<file path="src/rtl/step_pkg.sv">
// Shared definitions for the step issuer: default widths and FSM state encoding.
package step_pkg;

    localparam int MAX_W_DEF  = 12;
    localparam int PASS_W_DEF = 12;

    typedef enum logic [2:0] {
        ST_IDLE  = 3'd0,
        ST_LOAD  = 3'd1,
        ST_RUN   = 3'd2,
        ST_DRAIN = 3'd3,
        ST_DONE  = 3'd4
    } step_state_t;

endpackage

</file>
<file path="src/rtl/step_shadow_chk.sv">
// Shadow copy of the downstream step counter; flags any ov that disagrees with it.
// The flag is sticky until the next command accept (clear).
module step_shadow_chk
    import step_pkg::*;
#(
    parameter int MAX_W = MAX_W_DEF
) (
    input  logic             clk,
    input  logic             rstn,
    input  logic             clear,
    input  logic             cnt,
    input  logic             ov,
    input  logic [MAX_W-1:0] max,
    output logic             err
);

    logic [MAX_W-1:0] shadow_q;
    logic             at_end;

    assign at_end = (shadow_q == (max - MAX_W'(1)));

    always_ff @(posedge clk or negedge rstn) begin
        if (!rstn) begin
            shadow_q <= '0;
            err      <= 1'b0;
        end else if (clear) begin
            shadow_q <= '0;
            err      <= 1'b0;
        end else if (cnt) begin
            shadow_q <= at_end ? '0 : shadow_q + MAX_W'(1);
            if (ov != at_end) begin
                err <= 1'b1;
            end
        end
    end

endmodule

</file>
<file path="src/rtl/step_issuer.sv">
// Issues paced step strobes to a step_counter for (steps per pass) x (passes) commands.
// Define STEP_SHADOW_CHECK_EN to add the shadow-counter consistency check on err.
//
// state    | meaning
// ---------+--------------------------------------------------------------
// IDLE     | waiting for a command, cmd_ready high
// LOAD     | new max presented to the counter, no step yet
// RUN      | steps follow step_ready one cycle later
// DRAIN    | aborted; stepping unconditionally until the counter wraps
// DONE     | one-cycle done pulse, then back to IDLE
module step_issuer
    import step_pkg::*;
#(
    parameter int MAX_W  = MAX_W_DEF,
    parameter int PASS_W = PASS_W_DEF
) (
    input  logic              clk,
    input  logic              rstn,
    input  logic              cmd_valid,
    output logic              cmd_ready,
    input  logic [MAX_W-1:0]  cmd_max,
    input  logic [PASS_W-1:0] cmd_passes,
    input  logic              abort,
    input  logic              step_ready,
    output logic              cnt,
    output logic [MAX_W-1:0]  max,
    input  logic              ov,
    output logic              pass_done,
    output logic              done,
    output logic              busy,
    output logic              err
);

    step_state_t       state_q, state_d;
    logic [PASS_W-1:0] passes_q, passes_d;
    logic [MAX_W-1:0]  max_d;
    logic              cnt_d, pass_done_d, ready_d, busy_d, done_d;
    logic              accept, ov_hit;

    assign accept = cmd_valid & cmd_ready;
    assign ov_hit = cnt & ov;

    always_comb begin
        state_d     = state_q;
        passes_d    = passes_q;
        max_d       = max;
        cnt_d       = 1'b0;
        pass_done_d = 1'b0;
        case (state_q)
            ST_IDLE: begin
                if (accept) begin
                    max_d    = cmd_max;
                    passes_d = cmd_passes;
                    state_d  = (cmd_max == '0 || cmd_passes == '0) ? ST_DONE : ST_LOAD;
                end
            end
            ST_LOAD: begin
                if (abort) begin
                    state_d = ST_DONE;
                end else begin
                    state_d = ST_RUN;
                    cnt_d   = step_ready;
                end
            end
            ST_RUN: begin
                if (ov_hit) begin
                    passes_d    = passes_q - PASS_W'(1);
                    pass_done_d = 1'b1;
                end
                // A pass that ends in the abort cycle already left the counter at 0.
                if (ov_hit && (passes_q == PASS_W'(1) || abort)) begin
                    state_d = ST_DONE;
                end else if (abort) begin
                    state_d = ST_DRAIN;
                    cnt_d   = 1'b1;
                end else begin
                    cnt_d = step_ready;
                end
            end
            ST_DRAIN: begin
                if (ov_hit) begin
                    state_d = ST_DONE;
                end else begin
                    cnt_d = 1'b1;
                end
            end
            ST_DONE: state_d = ST_IDLE;
            default: state_d = ST_IDLE;
        endcase
        ready_d = (state_d == ST_IDLE);
        busy_d  = (state_d == ST_LOAD) || (state_d == ST_RUN) || (state_d == ST_DRAIN);
        done_d  = (state_d == ST_DONE);
    end

    always_ff @(posedge clk or negedge rstn) begin
        if (!rstn) begin
            state_q   <= ST_IDLE;
            passes_q  <= '0;
            max       <= '0;
            cnt       <= 1'b0;
            pass_done <= 1'b0;
            cmd_ready <= 1'b0;
            busy      <= 1'b0;
            done      <= 1'b0;
        end else begin
            state_q   <= state_d;
            passes_q  <= passes_d;
            max       <= max_d;
            cnt       <= cnt_d;
            pass_done <= pass_done_d;
            cmd_ready <= ready_d;
            busy      <= busy_d;
            done      <= done_d;
        end
    end

`ifdef STEP_SHADOW_CHECK_EN
    step_shadow_chk #(.MAX_W(MAX_W)) u_shadow (
        .clk   (clk),
        .rstn  (rstn),
        .clear (accept),
        .cnt   (cnt),
        .ov    (ov),
        .max   (max),
        .err   (err)
    );
`else
    assign err = 1'b0;
`endif

endmodule

</file>
<file path="config.mk">
export PLATFORM = sky130hd
export DESIGN_NAME = step_issuer
export DESIGN_NICKNAME = d
export VERILOG_FILES = /design/src/rtl/step_pkg.sv /design/src/rtl/step_shadow_chk.sv /design/src/rtl/step_issuer.sv
export SDC_FILE = /design/constraint.sdc
export NUM_CORES = 1
export LEC_CHECK = 0
export CAP_MARGIN = 20
export CORE_MARGIN = 3
export CORE_UTILIZATION = 40
export CTS_CLUSTER_SIZE = 25
export DETAILED_ROUTE_END_ITERATION = 16
export PLACE_DENSITY = 0.68
export SLEW_MARGIN = 15
export SYNTH_ARGS = -nofsm -noshare
export SYNTH_HDL_FRONTEND = slang
export SYNTH_SLANG_ARGS = --single-unit
</file>
<file path="constraint.sdc">
create_clock -name clk -period 5.3 [get_ports clk]
set_clock_uncertainty 0.1 [all_clocks]
set_input_delay 1.06 -clock clk [delete_from_list [all_inputs] [get_ports clk]]
set_output_delay 1.06 -clock clk [all_outputs]
set_load 0.02 [all_outputs]
</file>
==> results.json, run 1 <==
{
  "relSlewSlack_pct": 49.17,
  "holdWs_ns": 0.4113,
  "syn_area_per_cell_um2": 9.890,
  "core_um2": 3826,
  "synthFlopType": "dfrtp_1",
  "outcome": "completed",
  "rrSetupSlack_ns": 3.10,
  "synthCells": 168,
  "dieArea_um2": 4963,
  "rows": 22,
  "synth_compound_area_share_pct": 15.51,
  "dieWidth_um": 70.45,
  "slew_violations": 0,
  "synth_top_family_by_area": "simple AND/OR/NAND/NOR gates",
  "cts_resized": 0,
  "power_leakage_nw": 0.9319,
  "first_global_vias": 1613,
  "r2r-end": "passes_q[1]",
  "period_share_pct": 54.53,
  "htree_levels": 2,
  "cts_tree": "yes",
  "synth_edf_count": 0,
  "fin_area_um2": 2285,
  "whs_path_depth": 1,
  "power_w": 0.001309,
  "hpwl_um": 3132,
  "io_buffers": 46,
  "yosys-mux-area-fraction_pct": 8.735,
  "fin_setup_tns_ns": 0,
  "finalSetupViolations": 0,
  "clock_sinks": 32,
  "arrival_ns": 2.93,
  "rr_worst_depth": 5,
  "antenna_found_initial": 0,
  "wl_per_cell_um": 16.37,
  "grt_setup_unrepaired": "no",
  "drive_gt1_share_pct": 14.81,
  "required_ns": 5.34,
  "synthAdderAreaFrac_pct": 1.506,
  "utilization_pct": 59.71,
  "min-delay-start": "max[2]",
  "die_h_um": 70.45,
  "synth_common_cells": "32 x dfrtp_1, 16 x o21ai_0, 14 x a21oi_1, 12 x mux2_2, 12 x nand3_1",
  "async_flop_share_pct": 100.0,
  "critPathCaptureType": "flip-flop",
  "drtAntennaViolNets": 0,
  "min_to": "max[2]",
  "syn2layout_area_growth_pct": 37.50,
  "place_area_um2": 2158,
  "viasPerCell": 5.803,
  "rr_startpoint": "state_q[2]",
  "critPathLaunch": "cmd_valid",
  "yosysSeqAreaShare_pct": 48.19,
  "routed_wl_um": 4322,
  "crit_type": "in -> reg",
  "synthSimpleGateAreaFrac_pct": 21.91,
  "tightest_slew_ns": 0.7555,
  "grt_overflow": 0,
  "period_needed_ns": 2.890,
  "grt_start_max_net_pins": 33,
  "grt_pass1_wl_um": 7527,
  "crit_path_cell_trace": "clkdlybuf4s50_1 > nand2_1 > nor4_1 > nor2_1 > a211oi_1 > a21oi_1",
  "insertedDiodeCount": 0,
  "cts_hold_buf": 0,
  "synthXorXnorAreaFrac_pct": 0,
  "synth_top_area_cell": "dfrtp_1",
  "cts_made_buffers": 5,
  "cpPeakStageDelay_ns": 0.58,
  "ys_ff_latch": 32,
  "first_pass_iters": 4,
  "root_buffer": "clkbuf_8",
  "synth.distinct_cells": 39,
  "cap_violations": 0,
  "drt_first_iter_violations": 109,
  "cp_top_family": "simple AND/OR/NAND/NOR gates",
  "gp_congestion": 0.8764,
  "slowest_stage": "nor4_1",
  "ys_warn_count": 0,
  "worst-path-buf-inv": 1,
  "fin_nets": 247,
  "start_util_pct": 43.43,
  "yosys.area.top_type_share_pct": 48.19,
  "io_pins": 48,
  "critPathLaunchType": "primary input",
  "synthTopCellsByArea": "dfrtp_1 48%, mux2_2 8.1%, o21ai_0 4.8%",
  "cts_buffer_depth": 2,
  "max_freq_mhz": 346.0,
  "drc": 0,
  "hold_path_class": "reg -> reg",
  "vias": 1532,
  "finalHoldViolCount": 0,
  "worstPathMaxFanout": 13,
  "cellPowerDensity_nw_per_um2": 573.2,
  "path_clk_slew_ns": 0.07,
  "synth_most_common_cell": "dfrtp_1",
  "critical_path_cell_count": 6,
  "grt_usage_pct": 18.94,
  "worstSkewPairLatency_ns": 0.28,
  "postCtsSetupRepairBufs": 0,
  "synth_nets": 200,
  "vdd_drop_max_mv": 0.2668,
  "syn_area_um2": 1662
}
worst register-to-register path, stage by stage (launching register included):
cell,delay [ns]
dfrtp_1,0.46
or3b_2,0.71
nor2_1,0.20
nor2_1,0.19
a211oi_1,0.32
a21oi_1,0.07
per-stage QoR:
stage | std cells | worst slack, ns
floorplan | 168 | 2.958
global placement | 256 | 2.227
detailed placement | 256 | 2.119
CTS | 264 | 2.402
global route | 264 | 2.213
finish | 264 | 2.410
metal layers:
| metal | share of wire (%) | vias to the layer above | track usage, % |
|---|---|---|---|
| met4 | 2.1 | 0 | 8.936 |
| met3 | 6.1 | 12 | 4.604 |
| met5 | 0 | - | 0 |
| met1 | 43 | 745 | 24.23 |
| met2 | 48 | 58 | 29.83 |
| li1 | - | 717 | - |
how the worst max path moves through the flow:
| stage | endpoint | slack, ns |
|---|---|---|
| after global placement | passes_q[2] | 2.23 |
| final | passes_q[1] | 2.41 |
| after global routing | passes_q[7] | 2.21 |
| after CTS | passes_q[7] | 2.40 |
| after detailed placement | passes_q[7] | 2.12 |
| after floorplan | passes_q[10] | 2.96 |
cell families after synthesis:
| group | Yosys count |
|---|---|
| flip-flops | 32 |
| AO/OA/AOI/OAI | 43 |
| multiplexers | 13 |
| buffers and inverters | 15 |
| adder cells (fa/ha/maj) | 2 |
| AND/OR/NAND/NOR | 62 |
| other | 1 |
cell type report:
type,instances,area (um2)
multi-input cells,121,795.8
flip-flops and latches,32,800.8
inverters,7,26.28
fillers,329,1541
well taps,48,60.06
clock inverters,1,30.03
repair buffers,48,475.5
clock buffers,7,96.34
power breakdown:
group	internal, W	leakage (nW)	total, W	switching, W
Sequential	0.000359	0.389	0.000463	0.000104
Combinational	0.000278	0.479	0.000589	0.000310
Clock	0.000166	0.0645	0.000257	0.0000915
cells in the final DEF, fill, tap and decap left out, types with 2 or more instances in the layout:
| cell type | synthesis | routed |
|---|---|---|
| nand2b_1 | 2 | 2 |
| o21ai_0 | 16 | 16 |
| or3b_2 | 2 | 2 |
| or4_1 | 2 | 2 |
| nor2_1 | 10 | 10 |
| buf_4 | 1 | 2 |
| inv_1 | 7 | 7 |
| nand3_1 | 12 | 12 |
| mux2_2 | 12 | 12 |
| a22oi_1 | 3 | 3 |
| nand2_1 | 7 | 7 |
| a21oi_1 | 14 | 14 |
| dfrtp_1 | 32 | 32 |
| nor3_1 | 7 | 7 |
| ha_1 | 2 | 2 |
| o22ai_1 | 4 | 4 |
| clkdlybuf4s50_1 | 0 | 46 |
| clkbuf_8 | 0 | 7 |
| or2_2 | 2 | 2 |
| nor4_1 | 8 | 8 |
registers in the layout (all words and copies together), names as in the netlist:
register   count
max           12
busy           1
cmd_ready      1
done           1
state_q        3
pass_done      1
passes_q      12
cnt            1
(Power assumes the default switching activity.)
==> run 2, diff against run 1 <==
--- a/config.mk
+++ b/config.mk
@@ -10,7 +10,7 @@
 export CORE_UTILIZATION = 40
 export CTS_CLUSTER_SIZE = 25
 export DETAILED_ROUTE_END_ITERATION = 16
-export PLACE_DENSITY = 0.68
+export PLACE_DENSITY = 0.71
 export SLEW_MARGIN = 15
 export SYNTH_ARGS = -nofsm -noshare
 export SYNTH_HDL_FRONTEND = slang
==> constraint.sdc (replaced) <==
create_clock -name clk -period 2.5 [get_ports clk]
set_clock_uncertainty 0.1 [all_clocks]
set_input_delay 0.5 -clock clk [delete_from_list [all_inputs] [get_ports clk]]
set_output_delay 0.5 -clock clk [all_outputs]
set_load 0.02 [all_outputs]
==> results.json, run 2 (same netlist as run 1, synthesis figures left out) <==
{
  "final_common_cell": "clkdlybuf4s50_1",
  "min-delay-start": "max[0]",
  "outcome": "completed",
  "syn2layout_area_growth_pct": 37.95,
  "clock_sinks": 32,
  "cp-endpoint": "passes_q[6]",
  "period_needed_ns": 2.147,
  "worstSkewPairLatency_ns": 0.28,
  "start_util_pct": 43.43,
  "drc": 0,
  "arrival_ns": 2.17,
  "power_leakage_nw": 0.9356,
  "first_global_vias": 1584,
  "io_pins": 48,
  "slew_violations": 0,
  "first_pass_iters": 4,
  "met1_usage_pct": 22.62,
  "core_um2": 3826,
  "cts_made_buffers": 5,
  "relSlewSlack_pct": 55.47,
  "rrSetupSlack_ns": 0.35,
  "io_buffers": 46,
  "fin_setup_tns_ns": 0,
  "crit_path_cell_trace": "inv_1 > ha_1 > or3b_2 > nor3_1 > nor2_1 > o21ai_0 > o21ai_0",
  "root_buffer": "clkbuf_8",
  "crit_type": "reg -> reg",
  "dieArea_um2": 4963,
  "insertedDiodeCount": 0,
  "critPathLaunch": "passes_q[0]",
  "grt_start_max_net_pins": 33,
  "grt_pass1_wl_um": 7286,
  "routed_wl_um": 4218,
  "grt_setup_unrepaired": "no",
  "wl_per_cell_um": 15.80,
  "drt_first_iter_violations": 151,
  "path_clk_slew_ns": 0.07,
  "grt_util_met2_pct": 29.94,
  "cellPowerDensity_nw_per_um2": 1197,
  "postCtsSetupRepairBufs": 0,
  "rr_worst_depth": 7,
  "layout.cells.non_filler": 267,
  "fin_nets": 250,
  "cts_buffer_depth": 2,
  "drtAntennaViolNets": 0,
  "htree_levels": 2,
  "rows": 22,
  "r2r-end": "passes_q[6]",
  "largestRegisters": "max x12, passes_q x12, state_q x3",
  "tightest_slew_ns": 0.6654,
  "cap_violations": 0,
  "finalSetupViolations": 0,
  "vias": 1535,
  "critPathMostFrequentCell": "o21ai_0",
  "vdd_drop_max_mv": 0.5682,
  "max_freq_mhz": 465.8,
  "critPathCaptureType": "flip-flop",
  "drive_gt1_share_pct": 15.98,
  "critPathLaunchType": "flip-flop",
  "rr_startpoint": "passes_q[0]",
  "required_ns": 2.53,
  "worstPathMaxFanout": 5,
  "cts_resized": 0,
  "grt_usage_pct": 18.32,
  "antenna_found_initial": 0,
  "place_inst": 259,
  "mostFrequentLayoutCells": "46 x clkdlybuf4s50_1, 32 x dfrtp_1, 16 x o21ai_0",
  "cpPeakStageDelay_ns": 0.52,
  "dieWidth_um": 70.45,
  "cts_tree": "yes",
  "die_h_um": 70.45,
  "period_share_pct": 85.87,
  "cts_hold_buf": 0,
  "hold_path_class": "reg -> reg",
  "slowest_stage": "or3b_2",
  "grt_overflow": 0,
  "grtUsageMet3_pct": 6.475,
  "viasPerCell": 5.749,
  "gp_congestion": 0.9624,
  "hpwl_um": 3159,
  "finalHoldViolCount": 0,
  "top_usage_layer": "met2"
}
## run 2: cell count changes in the layout (fill, tap and decap cells not counted), sizes merged
cell / before / now
buf: 2 / 5
clkinv: 0 / 1
clkbuf: 7 / 5
clkinvlp: 0 / 1
## run 2: per-stage QoR
stage / cell area (um2) / util, % / total power, W / setup WS, ns / hold slack, ns
after floorplan: 1662 / - / 0.001732 / 0.6303 / 0.1044
after global placement: 2181 / 57.00 / 0.002209 / 0.2768 / 0.3891
after detailed placement: 2181 / 57.00 / 0.002254 / 0.2541 / 0.3955
after CTS: 2292 / 59.91 / 0.002750 / 0.3664 / 0.4109
after global routing: 2292 / 59.91 / 0.002949 / 0.1526 / 0.4405
final: 2292 / 59.91 / 0.002743 / 0.3532 / 0.4076
## run 2: worst min path at each step
stage,cells past startpoint,slack [ns],to
after floorplan,0,0.10,busy
after global placement,1,0.39,max[5]
after detailed placement,1,0.40,max[0]
after CTS,1,0.41,max[0]
after global routing,1,0.44,max[0]
final,1,0.41,max[0]
## run 2: final cells by class
| cell class | count | area (um2) |
|---|---|---|
| repair buffers | 51 | 498.0 |
| well taps | 48 | 60.06 |
| clock inverters | 3 | 42.54 |
| inverters | 7 | 26.28 |
| clock buffers | 5 | 68.82 |
| flip-flops and latches | 32 | 800.8 |
| multi-input cells | 121 | 795.8 |
| fillers | 320 | 1534 |
## run 2: per-layer routing
| layer | vias to the layer above | part of all wire, % |
|---|---|---|
| met4 | 0 | 1.2 |
| met1 | 732 | 40 |
| met2 | 72 | 49 |
| li1 | 722 | - |
| met3 | 9 | 9.4 |
| met5 | - | 0 |
## run 2: worst max-delay path, delay by kind of cell, from the launching register on
kind | cells | cell delay (ns)
and+or+nand+nor | 3 | 0.91
DFF | 1 | 0.42
AOI/OAI and AO/OA | 2 | 0.24
adders and majority gates | 1 | 0.22
buffers and inverters | 1 | 0.11
## run 2: report_power, final
part	internal (W)	leakage, nW	switching, W
sequential	0.000761	0.389	0.000219
clock	0.000295	0.0541	0.000195
combinational	0.000610	0.493	0.000663
